### src/rtl/redmule_pkg.sv
// Shared RedMulE constants, register-file indices and job tiler types.
// The tiler's optional grant handshake is enabled with REDMULE_TILER_STALL_EN.
package redmule_pkg;

    localparam int unsigned ARRAY_WIDTH  = 12;
    localparam int unsigned ARRAY_HEIGHT = 4;
    localparam int unsigned PIPE_REGS    = 3;
    localparam int unsigned BITW         = 16;
    localparam int unsigned ADDR_W       = 32;
    localparam int unsigned REDMULE_REGS = 19;
    localparam int unsigned TILE         = (PIPE_REGS + 1) * ARRAY_HEIGHT;

    // Job register file layout shared with the controller and scheduler
    localparam logic [4:0] REG_X_ADDR       = 5'd0;
    localparam logic [4:0] REG_W_ADDR       = 5'd1;
    localparam logic [4:0] REG_Y_ADDR       = 5'd2;
    localparam logic [4:0] REG_Z_ADDR       = 5'd3;
    localparam logic [4:0] REG_X_ITERS      = 5'd4;
    localparam logic [4:0] REG_W_ITERS      = 5'd5;
    localparam logic [4:0] REG_LEFTOVERS    = 5'd6;
    localparam logic [4:0] REG_LEFT_PARAMS  = 5'd7;
    localparam logic [4:0] REG_X_D1_STRIDE  = 5'd8;
    localparam logic [4:0] REG_W_TOT_LEN    = 5'd9;
    localparam logic [4:0] REG_TOT_X_READ   = 5'd10;
    localparam logic [4:0] REG_W_D0_STRIDE  = 5'd11;
    localparam logic [4:0] REG_YZ_TOT_LEN   = 5'd12;
    localparam logic [4:0] REG_YZ_D0_STRIDE = 5'd13;
    localparam logic [4:0] REG_YZ_D2_STRIDE = 5'd14;
    localparam logic [4:0] REG_X_ROWS_OFFS  = 5'd15;
    localparam logic [4:0] REG_X_SLOTS      = 5'd16;
    localparam logic [4:0] REG_IN_TOT_LEN   = 5'd17;
    localparam logic [4:0] REG_OP_SELECTION = 5'd18;

    typedef enum logic [2:0] {
        TILER_IDLE  = 3'd0,
        TILER_DIV_M = 3'd1,
        TILER_DIV_N = 3'd2,
        TILER_DIV_K = 3'd3,
        TILER_MUL   = 3'd4,
        TILER_WRITE = 3'd5,
        TILER_DONE  = 3'd6
    } tiler_state_e;

    typedef struct packed {
        logic [15:0] m;
        logic [15:0] n;
        logic [15:0] k;
        logic [31:0] x_addr;
        logic [31:0] w_addr;
        logic [31:0] y_addr;
        logic [31:0] z_addr;
        logic [31:0] op_sel;
    } tiler_job_t;

    // Leftovers that only ever reach the 8-bit LEFTOVERS fields are kept narrow
    typedef struct packed {
        logic [15:0] xr_it;
        logic [7:0]  xr_lo;
        logic [15:0] xc_it;
        logic [15:0] xc_lo;
        logic [15:0] wc_it;
        logic [7:0]  wc_lo;
        logic [31:0] st;
        logic [31:0] wt;
        logic [31:0] tx;
        logic [31:0] zd2;
        logic [31:0] xro;
        logic [31:0] intot;
    } tiler_res_t;

    function automatic logic [15:0] ceil_quot(input logic [15:0] q, input logic [15:0] r);
        return q + {15'd0, |r};
    endfunction

endpackage

### src/rtl/redmule_tiler_div.sv
// Sequential restoring divider, one quotient bit per cycle; the last bit is
// presented combinationally in the cycle o_valid is high.
module redmule_tiler_div #(
    parameter int unsigned W = 16
) (
    input  logic         i_clk,
    input  logic         i_rst_n,
    input  logic         i_clear,
    input  logic         i_start,
    input  logic [W-1:0] i_dividend,
    input  logic [W-1:0] i_divisor,
    output logic         o_valid,
    output logic [W-1:0] o_quot,
    output logic [W-1:0] o_rem
);

    localparam int unsigned CW = $clog2(W) + 1;
    localparam logic [CW-1:0] LAST_STEP = CW'(W - 1);

    logic [W-1:0]  r_rem;
    logic [W-1:0]  r_dq;
    logic [W-1:0]  r_dsr;
    logic [CW-1:0] r_cnt;
    logic          r_active;

    logic [W-1:0] w_rem_cur;
    logic [W-1:0] w_dq_cur;
    logic [W-1:0] w_dsr_cur;
    logic [W:0]   w_trial;
    logic         w_fits;
    logic [W-1:0] w_diff;
    logic [W-1:0] w_rem_nxt;
    logic [W-1:0] w_dq_nxt;

    // Dividend bits shift out of the top of r_dq while quotient bits shift in below
    assign w_rem_cur = i_start ? '0 : r_rem;
    assign w_dq_cur  = i_start ? i_dividend : r_dq;
    assign w_dsr_cur = i_start ? i_divisor : r_dsr;
    assign w_trial   = {w_rem_cur, w_dq_cur[W-1]};
    assign w_fits    = w_trial >= {1'b0, w_dsr_cur};
    assign w_diff    = w_trial[W-1:0] - w_dsr_cur;
    assign w_rem_nxt = w_fits ? w_diff : w_trial[W-1:0];
    assign w_dq_nxt  = {w_dq_cur[W-2:0], w_fits};

    assign o_valid = r_active && !i_start && (r_cnt == LAST_STEP);
    assign o_quot  = w_dq_nxt;
    assign o_rem   = w_rem_nxt;

    always_ff @(posedge i_clk or negedge i_rst_n) begin
        if (!i_rst_n) begin
            r_rem    <= '0;
            r_dq     <= '0;
            r_dsr    <= '0;
            r_cnt    <= '0;
            r_active <= 1'b0;
        end else if (i_clear) begin
            r_cnt    <= '0;
            r_active <= 1'b0;
        end else if (i_start) begin
            r_rem    <= w_rem_nxt;
            r_dq     <= w_dq_nxt;
            r_dsr    <= i_divisor;
            r_cnt    <= CW'(1);
            r_active <= 1'b1;
        end else if (r_active) begin
            r_rem <= w_rem_nxt;
            r_dq  <= w_dq_nxt;
            r_cnt <= r_cnt + CW'(1);
            if (r_cnt == LAST_STEP) begin
                r_active <= 1'b0;
            end
        end
    end

endmodule

### src/rtl/redmule_tiler.sv
// Turns (M, N, K), base addresses and an op word into the 19 RedMulE job registers.
// Define REDMULE_TILER_STALL_EN to add the reg_gnt_i write handshake.
module redmule_tiler #(
    parameter int unsigned ARRAY_WIDTH  = redmule_pkg::ARRAY_WIDTH,
    parameter int unsigned ARRAY_HEIGHT = redmule_pkg::ARRAY_HEIGHT,
    parameter int unsigned PIPE_REGS    = redmule_pkg::PIPE_REGS,
    parameter int unsigned BITW         = redmule_pkg::BITW,
    parameter int unsigned ADDR_W       = redmule_pkg::ADDR_W,
    parameter int unsigned NREGS        = redmule_pkg::REDMULE_REGS
) (
    input  logic              clk_i,
    input  logic              rst_ni,
    input  logic              clear_i,
    input  logic              start_i,
    input  logic [15:0]       m_size_i,
    input  logic [15:0]       n_size_i,
    input  logic [15:0]       k_size_i,
    input  logic [ADDR_W-1:0] x_addr_i,
    input  logic [ADDR_W-1:0] w_addr_i,
    input  logic [ADDR_W-1:0] y_addr_i,
    input  logic [ADDR_W-1:0] z_addr_i,
    input  logic [31:0]       op_sel_i,
`ifdef REDMULE_TILER_STALL_EN
    input  logic              reg_gnt_i,
`endif
    output logic              busy_o,
    output logic              reg_we_o,
    output logic [4:0]        reg_idx_o,
    output logic [31:0]       reg_wdata_o,
    output logic              done_o,
    output logic              err_o
);

    import redmule_pkg::*;

    localparam int unsigned TILE_SZ  = (PIPE_REGS + 1) * ARRAY_HEIGHT;
    localparam int unsigned EB       = BITW / 8;
    localparam logic [31:0] EB_W     = 32'(EB);
    localparam logic [31:0] AW_EB    = 32'(ARRAY_WIDTH * EB);
    localparam logic [4:0]  LAST_IDX = 5'(NREGS - 1);
    localparam logic [4:0]  LAST_MUL = 5'd5;

    tiler_state_e r_state;
    tiler_job_t   r_job;
    tiler_res_t   r_res;
    logic [4:0]   r_cnt;
    logic         r_err;

    tiler_job_t   w_job_in;
    logic         w_zero_dim;
    logic         w_gnt;
    logic         w_div_start;
    logic [15:0]  w_div_dividend;
    logic [15:0]  w_div_divisor;
    logic         w_div_valid;
    logic [15:0]  w_div_quot;
    logic [15:0]  w_div_rem;
    logic [31:0]  w_mul_a;
    logic [15:0]  w_mul_b;
    logic [31:0]  w_prod;
    logic [31:0]  w_wdata;

`ifdef REDMULE_TILER_STALL_EN
    assign w_gnt = reg_gnt_i;
`else
    assign w_gnt = 1'b1;
`endif

    assign w_job_in = '{
        m:      m_size_i,
        n:      n_size_i,
        k:      k_size_i,
        x_addr: 32'(x_addr_i),
        w_addr: 32'(w_addr_i),
        y_addr: 32'(y_addr_i),
        z_addr: 32'(z_addr_i),
        op_sel: op_sel_i
    };
    assign w_zero_dim = (m_size_i == '0) || (n_size_i == '0) || (k_size_i == '0);

    // One divider serves all three DIV states; each kicks it off in its first cycle
    always_comb begin
        w_div_start    = 1'b0;
        w_div_dividend = r_job.m;
        w_div_divisor  = 16'(ARRAY_WIDTH);
        case (r_state)
            TILER_DIV_M: begin
                w_div_start = (r_cnt == 5'd0);
            end
            TILER_DIV_N: begin
                w_div_start    = (r_cnt == 5'd0);
                w_div_dividend = r_job.n;
                w_div_divisor  = 16'(TILE_SZ);
            end
            TILER_DIV_K: begin
                w_div_start    = (r_cnt == 5'd0);
                w_div_dividend = r_job.k;
                w_div_divisor  = 16'(TILE_SZ);
            end
            default: ;
        endcase
    end

    redmule_tiler_div #(
        .W (16)
    ) i_div (
        .i_clk      (clk_i),
        .i_rst_n    (rst_ni),
        .i_clear    (clear_i),
        .i_start    (w_div_start),
        .i_dividend (w_div_dividend),
        .i_divisor  (w_div_divisor),
        .o_valid    (w_div_valid),
        .o_quot     (w_div_quot),
        .o_rem      (w_div_rem)
    );

    // Shared multiplier schedule; WT and TX consume ST produced in the first step
    always_comb begin
        w_mul_a = 32'(r_res.xr_it);
        w_mul_b = r_res.wc_it;
        case (r_cnt)
            5'd1: begin w_mul_a = r_res.st;          w_mul_b = r_job.n;     end
            5'd2: begin w_mul_a = r_res.st;          w_mul_b = r_res.xc_it; end
            5'd3: begin w_mul_a = AW_EB;             w_mul_b = r_job.k;     end
            5'd4: begin w_mul_a = AW_EB;             w_mul_b = r_job.n;     end
            5'd5: begin w_mul_a = 32'(r_res.xr_it);  w_mul_b = r_res.xc_it; end
            default: ;
        endcase
    end
    assign w_prod = w_mul_a * 32'(w_mul_b);

    always_comb begin
        w_wdata = '0;
        case (r_cnt)
            REG_X_ADDR:       w_wdata = r_job.x_addr;
            REG_W_ADDR:       w_wdata = r_job.w_addr;
            REG_Y_ADDR:       w_wdata = r_job.y_addr;
            REG_Z_ADDR:       w_wdata = r_job.z_addr;
            REG_X_ITERS:      w_wdata = {r_res.xr_it, r_res.xc_it};
            REG_W_ITERS:      w_wdata = {r_res.xc_it, r_res.wc_it};
            REG_LEFTOVERS:    w_wdata = {r_res.xr_lo, r_res.xc_lo[7:0], r_res.xc_lo[7:0], r_res.wc_lo};
            REG_LEFT_PARAMS:  w_wdata = {r_res.st[15:0], 1'b0, (r_job.n < 16'(ARRAY_HEIGHT)),
                                         (r_job.k < 16'(TILE_SZ)), 13'd0};
            REG_X_D1_STRIDE:  w_wdata = 32'(r_job.n) * EB_W;
            REG_W_TOT_LEN:    w_wdata = r_res.wt;
            REG_TOT_X_READ:   w_wdata = r_res.tx;
            REG_W_D0_STRIDE:  w_wdata = 32'(r_job.k) * EB_W;
            REG_YZ_TOT_LEN:   w_wdata = r_res.st;
            REG_YZ_D0_STRIDE: w_wdata = 32'(r_job.k) * EB_W;
            REG_YZ_D2_STRIDE: w_wdata = r_res.zd2;
            REG_X_ROWS_OFFS:  w_wdata = r_res.xro;
            REG_X_SLOTS:      w_wdata = (32'(r_res.xc_lo) + 32'(ARRAY_HEIGHT - 1)) / 32'(ARRAY_HEIGHT);
            REG_IN_TOT_LEN:   w_wdata = r_res.intot;
            REG_OP_SELECTION: w_wdata = r_job.op_sel;
            default:          w_wdata = '0;
        endcase
    end

    assign busy_o      = (r_state != TILER_IDLE);
    assign reg_we_o    = (r_state == TILER_WRITE);
    assign reg_idx_o   = reg_we_o ? r_cnt : 5'd0;
    assign reg_wdata_o = reg_we_o ? w_wdata : 32'd0;
    assign done_o      = (r_state == TILER_DONE);
    assign err_o       = done_o & r_err;

    // r_cnt marks the first DIV cycle, steps the MUL schedule and is the WRITE index
    always_ff @(posedge clk_i or negedge rst_ni) begin
        if (!rst_ni) begin
            r_state <= TILER_IDLE;
            r_job   <= '0;
            r_res   <= '0;
            r_cnt   <= '0;
            r_err   <= 1'b0;
        end else if (clear_i) begin
            r_state <= TILER_IDLE;
            r_cnt   <= '0;
            r_err   <= 1'b0;
        end else begin
            case (r_state)
                TILER_IDLE: begin
                    if (start_i) begin
                        r_job <= w_job_in;
                        r_cnt <= '0;
                        if (w_zero_dim) begin
                            r_err   <= 1'b1;
                            r_state <= TILER_DONE;
                        end else begin
                            r_err   <= 1'b0;
                            r_state <= TILER_DIV_M;
                        end
                    end
                end
                TILER_DIV_M, TILER_DIV_N, TILER_DIV_K: begin
                    if (r_cnt == 5'd0) begin
                        r_cnt <= 5'd1;
                    end
                    if (w_div_valid) begin
                        r_cnt <= '0;
                        if (r_state == TILER_DIV_M) begin
                            r_res.xr_it <= ceil_quot(w_div_quot, w_div_rem);
                            r_res.xr_lo <= w_div_rem[7:0];
                            r_state     <= TILER_DIV_N;
                        end else if (r_state == TILER_DIV_N) begin
                            r_res.xc_it <= ceil_quot(w_div_quot, w_div_rem);
                            r_res.xc_lo <= w_div_rem;
                            r_state     <= TILER_DIV_K;
                        end else begin
                            r_res.wc_it <= ceil_quot(w_div_quot, w_div_rem);
                            r_res.wc_lo <= w_div_rem[7:0];
                            r_state     <= TILER_MUL;
                        end
                    end
                end
                TILER_MUL: begin
                    case (r_cnt)
                        5'd0:    r_res.st    <= w_prod;
                        5'd1:    r_res.wt    <= w_prod;
                        5'd2:    r_res.tx    <= w_prod;
                        5'd3:    r_res.zd2   <= w_prod;
                        5'd4:    r_res.xro   <= w_prod;
                        default: r_res.intot <= w_prod;
                    endcase
                    if (r_cnt == LAST_MUL) begin
                        r_cnt   <= '0;
                        r_state <= TILER_WRITE;
                    end else begin
                        r_cnt <= r_cnt + 5'd1;
                    end
                end
                TILER_WRITE: begin
                    if (w_gnt) begin
                        if (r_cnt == LAST_IDX) begin
                            r_state <= TILER_DONE;
                        end else begin
                            r_cnt <= r_cnt + 5'd1;
                        end
                    end
                end
                TILER_DONE: begin
                    r_state <= TILER_IDLE;
                end
                default: begin
                    r_state <= TILER_IDLE;
                end
            endcase
        end
    end

endmodule

### config.mk
export PLATFORM = sky130hd
export DESIGN_NAME = redmule_tiler
export DESIGN_NICKNAME = d
export VERILOG_FILES = /design/src/rtl/redmule_pkg.sv /design/src/rtl/redmule_tiler_div.sv /design/src/rtl/redmule_tiler.sv
export SDC_FILE = /design/constraint.sdc
export NUM_CORES = 2
export LEC_CHECK = 0
export CORE_MARGIN = 2
export CORE_UTILIZATION = 35
export CTS_CLUSTER_SIZE = 14
export DETAILED_ROUTE_END_ITERATION = 12
export PLACE_DENSITY = 0.49
export SLEW_MARGIN = 20
export SYNTH_ARGS = -nofsm -noshare
export SYNTH_HDL_FRONTEND = slang
export SYNTH_SLANG_ARGS = --single-unit
### constraint.sdc
create_clock -name clk_i -period 25.2 [get_ports clk_i]
set_input_delay 3.78 -clock clk_i [delete_from_list [all_inputs] [get_ports clk_i]]
set_output_delay 3.78 -clock clk_i [all_outputs]
set_load 0.02 [all_outputs]
==> qor.txt <==
Fmax -> 102.6 MHz
Buffers on Ports -> 252
Clk slew on worst S/H paths -> 0.07 ns
Worst skew pair latency -> 0.64 ns
Chip height -> 330.6 µm
CTS Root Cell -> clkbuf_16
Synth async-reset ratio -> 100.0%
Initial core utilization -> 35.36%
Hold Path Class -> reg2reg
Min cycle time layout -> 9.746 ns
Slowest CP cell -> o21ai_0
Fin crit share -> 38.67%
Actual slew at the worst max-slew pin -> 1.315 ns
Area growth, synth to finish -> 16.58%
Largest net degree at the start of global routing -> 151
Hold slack -> 0.4705 ns
Clock sink count -> 543
CTS Buf Count -> 57
Status -> completed
Setup_tns -> 0 ns
RSZ-0062 raised after global routing -> false
Pre-CTS setup slack -> 15.53 ns
Residual DRC -> 0
Post-CTS Setup Bufs -> 0
Reg2reg start -> r_cnt[3]$_DFFE_PN0P_
Peak VDD IR -> 70.19 µV
CP Capture Point -> r_res[62]$_DFFE_PN0P_
Fin worst setup slack -> 15.45 ns
Crit Reg-Reg Endpoint -> r_res[62]$_DFFE_PN0P_
Total wire length -> 150.4 mm
Yosys Warn Count -> 0
Crit path capture type -> register
Critical Path Max Stage Delay -> 0.88 ns
Maxcap violations -> 0
Clk pwr share -> 24.8%
Synth top area share -> 36.40%
Via Count -> 30,030
Post-synthesis sequential area ratio -> 36.40%
Crit path max-delay family -> adder cells
Post-cts sizing count -> 0
Gate Count Post-Synth -> 3,703
Crit path arrival time -> 10.31 ns
Largest area contributor in the netlist -> dfrtp_1
R2R setup slack -> 15.45 ns
Crit Path Class -> reg2reg
Crit path launch -> r_cnt[3]$_DFFE_PN0P_
First-pass GRT wire length -> 219.3 mm
# IOs -> 253
CTS tree -> built
Ys flop type -> dfrtp_1
# nets final -> 4,469
Die area -> 109,300 µm²
Power per cell area -> 83.71 nW/µm²
H-tree levels -> 2
Routed len/inst -> 28.35 µm
Final std cells w/o fill -> 5,303
Grt ovf -> 0
Max Clock Skew -> 0.02765 ns
CP bufs+invs -> 5
Pre-Repair DR Iteration Count -> 5
Crit. path cell count -> 26
Int Power -> 2.133 mW
Fin util -> 41.23%
DR vias/cell -> 5.663
Drt initial violations -> 3,262
Leakage -> 18.79 nW
Fin. Hold Viols -> 0
Core area -> 105,600 µm²
Share of cells above drive strength 1 -> 13.94%
Final setup viols -> 0
CP most frequent cell -> fa_1
WP data required -> 25.77 ns
Critical Path Source Type -> register
Row cnt -> 119
GP Congestion -> 0.9515
CP max FO -> 19
CTS Hold Bufs -> 0
Syn_nets -> 4,310
Aggregate global-route resource usage -> 27.72%
Number of library cell types mapped by synthesis -> 83
DRT antenna net count -> 0
Syn Area/Cell -> 10.08 µm²
Antenna violations before repair -> 4
Top cells by area, synth -> dfrtp_1 (36%), fa_1 (16%), mux2_2 (9.5%), nand2_1 (5.0%), inv_1 (3.7%)
Width of the die -> 330.6 µm
Sw Pwr -> 1.510 mW
Flop pwr share -> 36.4%
Slew Limit Fails -> 0
R2R cell count -> 26
Vias in the first global route -> 30,630
EDFF count, synth -> 0
Post-DP HPWL -> 110.5 mm
Net Sw Frac -> 41.46%
Yosys reg bits -> 543
Clock tree buffer depth -> 3
Placed cells -> 5,193
Max-slew headroom -> 11.71%
Synthesized area -> 37,330 µm²
Comb pwr share -> 38.7%
## worst min path at each step
stage                                startpoint                           to  slack [ns]  cells past startpoint
finish               i_div.r_rem[5]$_DFFE_PN0P_   i_div.r_rem[5]$_DFFE_PN0P_        0.47                      2
global route         i_div.r_rem[3]$_DFFE_PN0P_   i_div.r_rem[3]$_DFFE_PN0P_        0.50                      2
CTS                  i_div.r_rem[5]$_DFFE_PN0P_   i_div.r_rem[5]$_DFFE_PN0P_        0.48                      2
detailed placement   i_div.r_rem[5]$_DFFE_PN0P_   i_div.r_rem[5]$_DFFE_PN0P_        0.46                      2
global placement     i_div.r_rem[5]$_DFFE_PN0P_   i_div.r_rem[5]$_DFFE_PN0P_        0.46                      2
floorplan           i_div.r_rem[11]$_DFFE_PN0P_  i_div.r_rem[11]$_DFFE_PN0P_        0.44                      2
## flip-flops by register name (all words and copies together) (netlist names)
signal and flops:
r_job 208, i_div.r_cnt 5, r_state 3, r_cnt 5, i_div.r_dsr 16, r_res 272
i_div.r_rem 16, i_div.r_dq 16, r_err 1, i_div.r_active 1
## cells by family after synthesis
logic type | Yosys count | synth area share (%)
xor+xnor | 84 | 2.125
buf+inv | 598 | 6.073
fa+ha+maj | 395 | 19.37
compound gates | 708 | 13.19
flops | 543 | 36.40
simple gates | 1019 | 12.17
mux | 356 | 10.66
## cell type report
cell class,instances,area [µm²]
Fill cell,10330,62040
Multi-Input combinational cell,2562,21660
Sequential cell,543,13590
Timing Repair Buffer,326,3115
Clock buffer,92,1841
Tap cell,1391,1740
Inverter,372,1396
Clock inverter,16,173.9
Antenna cell,1,2.502
## cell usage in the layout (no fill, tap or decap), types with 25 or more instances in the layout
master,netlist,layout
a21oi_1,75,75
a221oi_1,66,66
a222oi_1,33,33
a22o_1,80,80
a22oi_1,81,81
a31oi_1,35,35
and2_1,32,32
and3_1,42,42
buf_4,2,72
clkbuf_16,0,59
clkdlybuf4s50_1,0,251
dfrtp_1,543,543
fa_1,305,305
ha_1,90,89
inv_1,371,371
mux2_2,314,314
mux2i_1,28,28
nand2_1,496,491
nand3_1,48,46
nand4_1,28,28
nor2_1,241,228
nor4_1,28,27
o21ai_0,204,203
xnor2_1,54,54
xor2_1,26,25
## power groups by stage
stage	combinational, mW	sequential, mW	clock (mW)
global placement	1.40	1.33	0
CTS	1.40	1.32	0.922
detailed placement	1.40	1.33	0
floorplan	0.910	1.17	0
finish	1.41	1.33	0.905
global route	1.51	1.33	0.956
## tightest hold or removal path: cells and delay by family, from the launching register on
kind	cells	cell delay [ns]
DFF	1	0.34
AOI/OAI and AO/OA	1	0.06
and+or+nand+nor	1	0.04
## routing by layer
metal  track usage, %  up-vias  share of wire (%)
met5                0        -              0.025
met3            4.468      270                7.7
li1                 -    12980                  -
met2            42.48     1336                 44
met1            39.29    15440                 44
met4            10.73        4                4.6
## through the flow
step | total power [mW] | cell area [µm²]
2_1_floorplan | 2.084 | 37330
3_3_place_gp | 2.727 | 41460
3_5_place_dp | 2.729 | 41470
4_1_cts | 3.643 | 43480
5_1_grt | 3.796 | 43520
6_report | 3.643 | 43520
## cell usage after synthesis (all sizes together) (4+ instances only)
master	instances
or3	4
or4	4
a221o	8
a31oi	35
o21a	15
a22oi	81
a21oi	76
nand2	496
ha	90
nor2	241
and2	32
mux2i	31
a21boi	4
o31ai	12
fa	305
a21o	17
dfrtp	543
nor4	29
o21bai	8
nor2b	25
nand3	48
a211oi	18
a221oi	68
clkbuf	195
inv	372
nor3	18
and3	42
nand4	28
o21ai	211
buf	31
nand2b	19
or2	11
mux2	325
nor3b	8
xnor2	54
o211ai	7
and4	6
a222oi	33
a32oi	5
a22o	80
xor2	26
(Power assumes the default switching activity.)
